## config.mk

```make
export PLATFORM = sky130hd
export DESIGN_NAME = bus_interface
export DESIGN_NICKNAME = d
export VERILOG_FILES = /design/src/rtl/bus_interface.sv
export SDC_FILE = /design/constraint.sdc
export NUM_CORES = 1
export LEC_CHECK = 0
export ABC_AREA = 0
export CAP_MARGIN = 20
export CORE_MARGIN = 4
export CORE_UTILIZATION = 35
export CTS_CLUSTER_SIZE = 14
export DETAILED_ROUTE_END_ITERATION = 16
export GPL_ROUTABILITY_DRIVEN = 1
export GPL_TIMING_DRIVEN = 0
export PLACE_DENSITY = 0.65
export SLEW_MARGIN = 25
export SYNTH_ARGS = -nofsm -noshare
export SYNTH_HDL_FRONTEND = slang
export SYNTH_SLANG_ARGS = --single-unit
```

## constraint.sdc

```tcl
create_clock -name clk -period 2 [get_ports clk]
set_input_delay 0.4 -clock clk [delete_from_list [all_inputs] [get_ports clk]]
set_output_delay 0.4 -clock clk [all_outputs]
set_load 0.03 [all_outputs]
```

## src/rtl/bus_interface.sv

```systemverilog
// bus_interface
// PE-side master port onto the shared CGRA bus. Captures one PE request
// (global memory read/write, local register write, local register read),
// requests the bus from the arbiter, drives the captured request while it owns
// the bus, and returns read data plus one-cycle completion strobes to the PE.
//
// Ports
//   clk, reset                      rising-edge clock, asynchronous active-low reset
//   *PE inputs                      request fields and request strobes from the PE
//   AmuxPE, BmuxPE                  returned operand / read data (held until next capture)
//   mem_ackPE, data_ReadyPE         one-cycle completion pulses to the PE
//   bus_request, grant              arbiter handshake
//   *Bus outputs                    request fields/strobes, zero unless transferring
//   AmuxBus, BmuxBus, memData       read data returned over the bus
//   mem_ackBus, data_ReadyBus       completion indications from the bus
//   execution_completeBus           registered copy of execution_completePE
module bus_interface #(
    parameter int DATA_W = 32,
    parameter int REG_W  = 5
) (
    input  logic              clk,
    input  logic              reset,
    input  logic [DATA_W-1:0] mem_addressPE,
    input  logic [DATA_W-1:0] result_inPE,
    input  logic [DATA_W-1:0] PCoutPE,
    input  logic [REG_W-1:0]  rs1OutPE,
    input  logic [REG_W-1:0]  rs2OutPE,
    input  logic [REG_W-1:0]  rdOutPE,
    input  logic              reg_selectPE,
    input  logic              mem_readPE,
    input  logic              mem_writePE,
    input  logic              rd_writePE,
    input  logic              read_enPE,
    input  logic              execution_completePE,
    output logic [DATA_W-1:0] AmuxPE,
    output logic [DATA_W-1:0] BmuxPE,
    output logic              mem_ackPE,
    output logic              data_ReadyPE,
    output logic              bus_request,
    input  logic              grant,
    output logic [DATA_W-1:0] mem_addressBus,
    output logic [DATA_W-1:0] result_outBus,
    output logic [DATA_W-1:0] PCoutBus,
    output logic [REG_W-1:0]  rs1OutBus,
    output logic [REG_W-1:0]  rs2OutBus,
    output logic [REG_W-1:0]  rdOutBus,
    output logic              reg_selectBus,
    output logic              mem_readBus,
    output logic              mem_writeBus,
    output logic              rd_writeBus,
    output logic              read_enBus,
    output logic              execution_completeBus,
    input  logic [DATA_W-1:0] AmuxBus,
    input  logic [DATA_W-1:0] BmuxBus,
    input  logic              mem_ackBus,
    input  logic              data_ReadyBus,
    input  logic [DATA_W-1:0] memData
);

    typedef enum logic [1:0] {IDLE = 2'd0, REQ = 2'd1, XFER = 2'd2} state_t;
    typedef enum logic [1:0] {OP_MEM_WR = 2'd0, OP_MEM_RD = 2'd1,
                              OP_REG_WR = 2'd2, OP_REG_RD = 2'd3} op_t;

    state_t            state_r;
    op_t               op_r;
    logic [DATA_W-1:0] addr_r;
    logic [DATA_W-1:0] data_r;
    logic [DATA_W-1:0] pc_r;
    logic [REG_W-1:0]  rs1_r;
    logic [REG_W-1:0]  rs2_r;
    logic [REG_W-1:0]  rd_r;
    logic              regSel_r;

    op_t  selOp_s;
    logic anyReq_s;
    logic goXfer_s;

    // Fixed-priority choice of which pending PE request gets latched.
    always_comb begin
        anyReq_s = mem_writePE | mem_readPE | rd_writePE | read_enPE;
        if (mem_writePE) begin
            selOp_s = OP_MEM_WR;
        end else if (mem_readPE) begin
            selOp_s = OP_MEM_RD;
        end else if (rd_writePE) begin
            selOp_s = OP_REG_WR;
        end else begin
            selOp_s = OP_REG_RD;
        end
    end

    // Whether the next cycle is a transfer cycle; the bus fields are registered,
    // so they are loaded on the edge that enters or stays in XFER.
    always_comb begin
        goXfer_s = 1'b0;
        case (state_r)
            REQ: goXfer_s = grant;
            XFER: begin
                case (op_r)
                    OP_MEM_RD: goXfer_s = grant & ~mem_ackBus;
                    OP_REG_RD: goXfer_s = grant & ~data_ReadyBus;
                    default:   goXfer_s = 1'b0;
                endcase
            end
            default: goXfer_s = 1'b0;
        endcase
    end

    // Request FSM with registered bus fields, completion pulses and return data.
    always_ff @(posedge clk or negedge reset) begin
        if (!reset) begin
            state_r               <= IDLE;
            op_r                  <= OP_MEM_WR;
            addr_r                <= {DATA_W{1'b0}};
            data_r                <= {DATA_W{1'b0}};
            pc_r                  <= {DATA_W{1'b0}};
            rs1_r                 <= {REG_W{1'b0}};
            rs2_r                 <= {REG_W{1'b0}};
            rd_r                  <= {REG_W{1'b0}};
            regSel_r              <= 1'b0;
            AmuxPE                <= {DATA_W{1'b0}};
            BmuxPE                <= {DATA_W{1'b0}};
            mem_ackPE             <= 1'b0;
            data_ReadyPE          <= 1'b0;
            bus_request           <= 1'b0;
            mem_addressBus        <= {DATA_W{1'b0}};
            result_outBus         <= {DATA_W{1'b0}};
            PCoutBus              <= {DATA_W{1'b0}};
            rs1OutBus             <= {REG_W{1'b0}};
            rs2OutBus             <= {REG_W{1'b0}};
            rdOutBus              <= {REG_W{1'b0}};
            reg_selectBus         <= 1'b0;
            mem_readBus           <= 1'b0;
            mem_writeBus          <= 1'b0;
            rd_writeBus           <= 1'b0;
            read_enBus            <= 1'b0;
            execution_completeBus <= 1'b0;
        end else begin
            execution_completeBus <= execution_completePE;
            mem_ackPE             <= 1'b0;
            data_ReadyPE          <= 1'b0;

            // Bus side stays all-zero outside XFER so several masters can be OR-ed.
            if (goXfer_s) begin
                mem_addressBus <= addr_r;
                result_outBus  <= data_r;
                PCoutBus       <= pc_r;
                rs1OutBus      <= rs1_r;
                rs2OutBus      <= rs2_r;
                rdOutBus       <= rd_r;
                reg_selectBus  <= regSel_r;
                mem_writeBus   <= (op_r == OP_MEM_WR);
                mem_readBus    <= (op_r == OP_MEM_RD);
                rd_writeBus    <= (op_r == OP_REG_WR);
                read_enBus     <= (op_r == OP_REG_RD);
            end else begin
                mem_addressBus <= {DATA_W{1'b0}};
                result_outBus  <= {DATA_W{1'b0}};
                PCoutBus       <= {DATA_W{1'b0}};
                rs1OutBus      <= {REG_W{1'b0}};
                rs2OutBus      <= {REG_W{1'b0}};
                rdOutBus       <= {REG_W{1'b0}};
                reg_selectBus  <= 1'b0;
                mem_writeBus   <= 1'b0;
                mem_readBus    <= 1'b0;
                rd_writeBus    <= 1'b0;
                read_enBus     <= 1'b0;
            end

            case (state_r)
                IDLE: begin
                    if (anyReq_s) begin
                        addr_r      <= mem_addressPE;
                        data_r      <= result_inPE;
                        pc_r        <= PCoutPE;
                        rs1_r       <= rs1OutPE;
                        rs2_r       <= rs2OutPE;
                        rd_r        <= rdOutPE;
                        regSel_r    <= reg_selectPE;
                        op_r        <= selOp_s;
                        state_r     <= REQ;
                        bus_request <= 1'b1;
                    end else begin
                        bus_request <= 1'b0;
                    end
                end
                REQ: begin
                    bus_request <= 1'b1;
                    if (grant) begin
                        state_r <= XFER;
                    end else begin
                        state_r <= REQ;
                    end
                end
                XFER: begin
                    case (op_r)
                        // Writes are accepted only if grant was still held during the cycle.
                        OP_MEM_WR, OP_REG_WR: begin
                            if (grant) begin
                                mem_ackPE   <= (op_r == OP_MEM_WR);
                                state_r     <= IDLE;
                                bus_request <= 1'b0;
                            end else begin
                                state_r     <= REQ;
                                bus_request <= 1'b1;
                            end
                        end
                        // A completion arriving together with a grant drop still counts.
                        OP_MEM_RD: begin
                            if (mem_ackBus) begin
                                AmuxPE      <= memData;
                                mem_ackPE   <= 1'b1;
                                state_r     <= IDLE;
                                bus_request <= 1'b0;
                            end else if (!grant) begin
                                state_r     <= REQ;
                                bus_request <= 1'b1;
                            end else begin
                                state_r     <= XFER;
                                bus_request <= 1'b1;
                            end
                        end
                        default: begin
                            if (data_ReadyBus) begin
                                AmuxPE       <= AmuxBus;
                                BmuxPE       <= BmuxBus;
                                data_ReadyPE <= 1'b1;
                                state_r      <= IDLE;
                                bus_request  <= 1'b0;
                            end else if (!grant) begin
                                state_r     <= REQ;
                                bus_request <= 1'b1;
                            end else begin
                                state_r     <= XFER;
                                bus_request <= 1'b1;
                            end
                        end
                    endcase
                end
                default: begin
                    state_r     <= IDLE;
                    bus_request <= 1'b0;
                end
            endcase
        end
    end

endmodule

```

# Word level (Yosys, flattened, before mapping)

Cells that the tools add are included.

Add/subtract/negate cells: 0
Multipliers: 0
Div/mod/pow operators: 0
Magnitude comparators: 0
Equality and inequality tests: 7
Shift operators: 0
Muxes and demuxes: 39
Bitwise operators: 9
Reductions and logical operators: 8

Operator list:

| cell                                                             | number |
|---|---|
| 32-bit two-way mux                                               | 5 |
| 32-bit case mux with 2 select lines                              | 1 |
| 1-bit two-way mux                                                | 17 |
| 5-bit two-way mux                                                | 3 |
| 2-bit two-way mux                                                | 6 |
| 1-bit case mux with 2 select lines                               | 4 |
| 2-bit == test (second input constant)                            | 3 |
| 2-bit case mux with 3 select lines                               | 1 |
| 2-bit by 1-bit == test with 1-bit output (second input constant) | 2 |
| 2-bit logical NOT                                                | 2 |
| 2-bit inequality test (second input constant)                    | 2 |
| 1-bit inverter                                                   | 4 |
| 2-bit case mux with 2 select lines                               | 1 |
| 4-bit AND reduction                                              | 1 |
| 1-bit bitwise OR                                                 | 3 |
| 1-bit case mux with 3 select lines                               | 1 |
| 3-bit AND reduction                                              | 1 |
| 3-bit OR reduction                                               | 1 |
| 1-bit bitwise AND                                                | 2 |
| 2-bit AND reduction                                              | 1 |
| 2-bit nonzero test                                               | 1 |
| 2-bit OR reduction                                               | 1 |

Register bits: 300
Latch bits: 0
RAM bits: 0
Memory bits (read-only): 0
Input bits: 218
Output and inout bits: 184
Logic and storage cells: 89
Memories: 0

# Longest topological paths before layout

Depth after elaboration: 5
Depth in mapped cells: 7

# Worst setup path after synthesis

No wires, ideal clock.

Path kind: reg2reg
Start point: reg op_r[1]
End point: reg AmuxPE[10]
Library setup time: 125 ps
Arrival: 1613 ps
Slack: 262 ps
Cell stages (with the launch flop): 6
Path buffers: 2
Clock period less this slack: 1738 ps
Cell sequence: dfrtp_1 -> nor2b_1 -> buf_2 -> clkbuf_1 -> mux2_2 -> mux2_2

Word-level cells in the longest chain between the ends: 4

Ends and longest elaborated chain:

| element                                            | line | source |
|---|---|---|
| start, declared                                    | 65   | `op_t op_r;` |
| start signal, assigned                             | 180  | `op_r <= selOp_s;` |
| 2-bit == test or 2-bit logical NOT (tied branches) | 196  | `case (op_r)` |
| 2-bit OR reduction                                 | --   |  |
| 1-bit inverter (no line)                           | --   |  |
| 4-bit AND reduction (no line)                      | --   |  |
| end signal, assigned                               | 121  | `AmuxPE <= {DATA_W{1'b0}};` |
| end signal, assigned                               | 211  | `AmuxPE <= memData;` |
| end signal, assigned                               | 225  | `AmuxPE <= AmuxBus;` |
| end, declared                                      | 35   | `output logic [DATA_W-1:0] AmuxPE,` |

Parallel ways exist; a longest one is shown, timed or not.
A chain may end at the register's enable or synchronous reset.

# Worst setup path after layout

Start point: reg PCoutBus[18]
End point: out PCoutBus[18]

RTL lines:

| element                | line | source |
|---|---|---|
| start, declared        | 43   | `output logic [DATA_W-1:0] PCoutBus,` |
| start signal, assigned | 128  | `PCoutBus <= {DATA_W{1'b0}};` |
| start signal, assigned | 147  | `PCoutBus <= pc_r;` |
| start signal, assigned | 159  | `PCoutBus <= {DATA_W{1'b0}};` |

No word-level cell between the ends.

==> results by group <==
Place
  – Port buffer count: roughly 400
  – Gpl congestion: about 0.77
  – Placed insts: ~1.5k
  – DP Wirelength: around 23 mm

CTS
  – CTS tree: yes
  – Worst-path clk slew: 0.06 ns
  – CTS Buf Count: 34
  – Clk sink count: 300
  – Worst skew pair latency: 0.49 ns
  – Clock Path Buffers: 3
  – Root Driver: clkbuf_16
  – H-tree Lvls: 2

Layout
  – P&R area growth vs syn: 52.3%
  – Multi-input logic area: ~3500 um2
  – Seq. cell area: 7510 um2
  – Final std cells w/o fill: approximately 1.6k
  – Nets: between 1k and 1.5k
  – Filler Cell Count: about 2.6k
  – Layout cells sized above 1: 0.236

Global routing
  – Largest net degree at the start of global routing: between 80 and 90
  – Vias in the first global route: slightly above 8k
  – All-Layer GR Usage: 0.178
  – First-pass GRT wire length: 49.4 mm
  – Initial antenna violation count: 2
  – GRT overflow: 0

Power and ir drop
  – Sw power: roughly 0.0090 W
  – Peak VDD IR: between 700 and 800 uV
  – Clk pwr share: 0.227
  – Sw frac: 0.345
  – Leakage Power: 7.35 nW
  – P per Cell Area: roughly 1500 nW/um2
  – Combinational power share: 0.415
  – Internal power: 0.0172 W
  – Sequential power share: 0.358

Timing
  – Final min period: between 1.5 and 2 ns
  – Final setup viols: 0
  – Peak Freq: around 510 MHz
  – Final TNS setup: 0 ns
  – Clock Skew: 0.0166 ns
  – Fin crit share: 0.975
  – Slew of the pin with the lowest slew margin: a little under 0.6 ns
  – Fin. max-slew vios: 0
  – Worst rel slew slack: 0.604
  – Final hold violation count: 0

Route
  – Drt pass-1 iters: 6
  – Avg WL per Cell: about 20 um
  – Via count: around 7.4k
  – DRC viols: 0
  – Drt via density: 4.69
  – Antenna Nets Post-Route: 0
  – Total Wirelength: about 31 mm
  – DRT iter0 DRCs: 194

Floorplan
  – CORE AREA: about 32000 um2
  – IO Count: around 400
  – DIE HEIGHT: 187 um
  – Die Wd: between 150 and 200 um
  – Initial Util: 0.355
  – Die area: between 30000 and 40000 um2
  – Rows: 65

Setup path
  – Crit path capture type: output port
  – Reg2reg end: AmuxPE[10]$_DFFE_PN0P_
  – CP max stage delay: around 0.70 ns
  – CP required: 1.60 ns
  – Buf/Inv on CP: 1
  – CP max stage cell: clkdlybuf4s50_1
  – Reg-to-reg slack, setup: around 0.1 ns
  – CP arrival: 1.55 ns
  – Critical path, cell by cell: clkdlybuf4s50_1
  – CP startpoint kind: flop
  – R2r startpoint: op_r[1]$_DFFE_PN0P_
  – CP Max Fanout: 1
  – Crit Path Class: reg2out
  – Largest delay share family, worst path: buffers and inverters
  – Worst Reg2Reg Path Length in Cells: 5

Min path
  – Worst hold path type: in2reg
  – Hold endpoint: execution_completeBus$_DFF_PN0_
  – Hold path depth: 1
  – Worst hold start: execution_completePE

Synth
  – Syn. warnings: 0
  – Post-synthesis cell type count: 29
  – Seq/Total Area, Yosys: 0.670
  – Post-synth top cells: 300 x dfrtp_1, 172 x mux2_2, 114 x nor3b_1
  – Top-count cell post-synth: dfrtp_1
  – Synthesized cell area: about 11000 um2
  – Area contributors post-synth: dfrtp_1 67%, mux2_2 17%, nor3b_1 7.6%
  – Number of synthesized flops with an enable pin: 0
  – Avg Synthesized Cell Area: approximately 16 um2
  – Ys flop type: dfrtp_1
  – Yosys top cell area share: 0.670
  – Synth async-reset ratio: 1.00
  – Mapped Cells: around 700
  – Cell accounting for the most synthesized area: dfrtp_1
  – Synth Register Bits: 300
  – Mapped Nets: between 900 and 1k

Run
  – Number of max-cap violations: 0

Run status
  – Run status: completed
-- cells in the final DEF (no fill, tap or decap), types with 2 or more instances in the layout --
| cell type | netlist | routed |
|---|---|---|
| and2_1 | 3 | 3 |
| buf_16 | 0 | 3 |
| buf_2 | 18 | 10 |
| buf_4 | 4 | 13 |
| clkbuf_1 | 25 | 14 |
| clkbuf_16 | 0 | 35 |
| clkbuf_2 | 0 | 15 |
| clkbuf_4 | 0 | 7 |
| clkbuf_8 | 0 | 8 |
| clkdlybuf4s50_1 | 0 | 390 |
| clkinv_2 | 0 | 3 |
| dfrtp_1 | 300 | 300 |
| dlygate4sd2_1 | 0 | 4 |
| dlymetal6s2s_1 | 0 | 6 |
| ha_1 | 4 | 4 |
| inv_1 | 6 | 6 |
| mux2_1 | 36 | 36 |
| mux2_2 | 172 | 172 |
| nand2_1 | 6 | 5 |
| nor2_1 | 4 | 3 |
| nor2b_1 | 2 | 2 |
| nor3b_1 | 114 | 112 |
| nor3b_2 | 0 | 2 |
-- sequential cells by signal, indices dropped and copies added, names as in the netlist, 2 cells and up --
signal	count
rs2_r	5
rs1_r	5
rd_r	5
rs2OutBus	5
rdOutBus	5
state_r	2
data_r	32
rs1OutBus	5
addr_r	32
result_outBus	32
mem_addressBus	32
op_r	2
pc_r	32
PCoutBus	32
BmuxPE	32
AmuxPE	32
-- repair_timing --
item                                    in CTS  in global routing
endpoints found under the setup margin     273                210
pin swaps                                    2                  2
hold endpoints to repair                    50                  0
hold buffers                                 1                  0
gates cloned                                 0                  0
setup buffers                                3                  3
gates resized for setup                     27                 28
-- logic make-up (layout without fill, tap and decap cells) --
logic type / after synthesis / after routing / share of synthesized area
flip-flops: 300 / 300 / 0.670
multiplexers: 209 / 209 / 0.210
AND/OR/NAND/NOR: 135 / 135 / 0.0857
buffers and inverters: 53 / 520 / 0.0211
AO/OA/AOI/OAI: 10 / 10 / 0.00816
adder cells (fa/ha/maj): 4 / 4 / 0.00447
other: 0 / 1 / 0
-- through the flow --
step	cell area, um2	util	setup slack (ns)	hold WS [ns]	power, W
after floorplan	11200	-	0.262	0.104	0.0158
after global placement	15700	0.498	-12.72	0.465	0.0201
after detailed placement	15800	0.501	-0.995	0.349	0.0203
after CTS	17000	0.538	0.00598	0.311	0.0265
after global routing	17100	0.540	-0.00358	0.316	0.0277
final	17100	0.540	0.0502	0.340	0.0262
-- layout make-up --
class | instances | share of cell area
plain buffers | 47 | 0.0155
flip-flops and latches | 300 | 0.440
inverters | 6 | 0.00132
repair buffers | 411 | 0.245
diodes | 1 | 0.000147
clock inverters | 6 | 0.00367
clock buffers | 50 | 0.0594
multi-input cells | 358 | 0.205
well taps | 402 | 0.0295
-- power groups by stage --
stage                     clock (W)  sequential (W)  combinational [W]
after global routing        0.00644         0.00966             0.0116
after CTS                   0.00616         0.00939             0.0110
after detailed placement          0         0.00948             0.0108
after floorplan                   0          0.0115            0.00428
after global placement            0         0.00942             0.0107
final                       0.00596         0.00937             0.0109
-- worst max path at each step --
stage                            from                     end  cells after the start
2_1_floorplan     op_r[1]$_DFFE_PN0P_  AmuxPE[10]$_DFFE_PN0P_                      5
3_3_place_gp                    reset  BmuxPE[12]$_DFFE_PN0P_                      1
3_5_place_dp              mem_writePE   addr_r[8]$_DFFE_PN0P_                      5
5_1_grt           op_r[1]$_DFFE_PN0P_  AmuxPE[10]$_DFFE_PN0P_                      5
4_1_cts        PCoutBus[13]$_DFF_PN0_            PCoutBus[13]                      1
6_report       PCoutBus[18]$_DFF_PN0_            PCoutBus[18]                      1
-- metal layers --
layer	track usage	routed length, um
met2	0.307	15400
met3	0.0803	3250
met4	0.0458	762
met5	0	13
met1	0.203	11900
(Power assumes the default switching activity.)
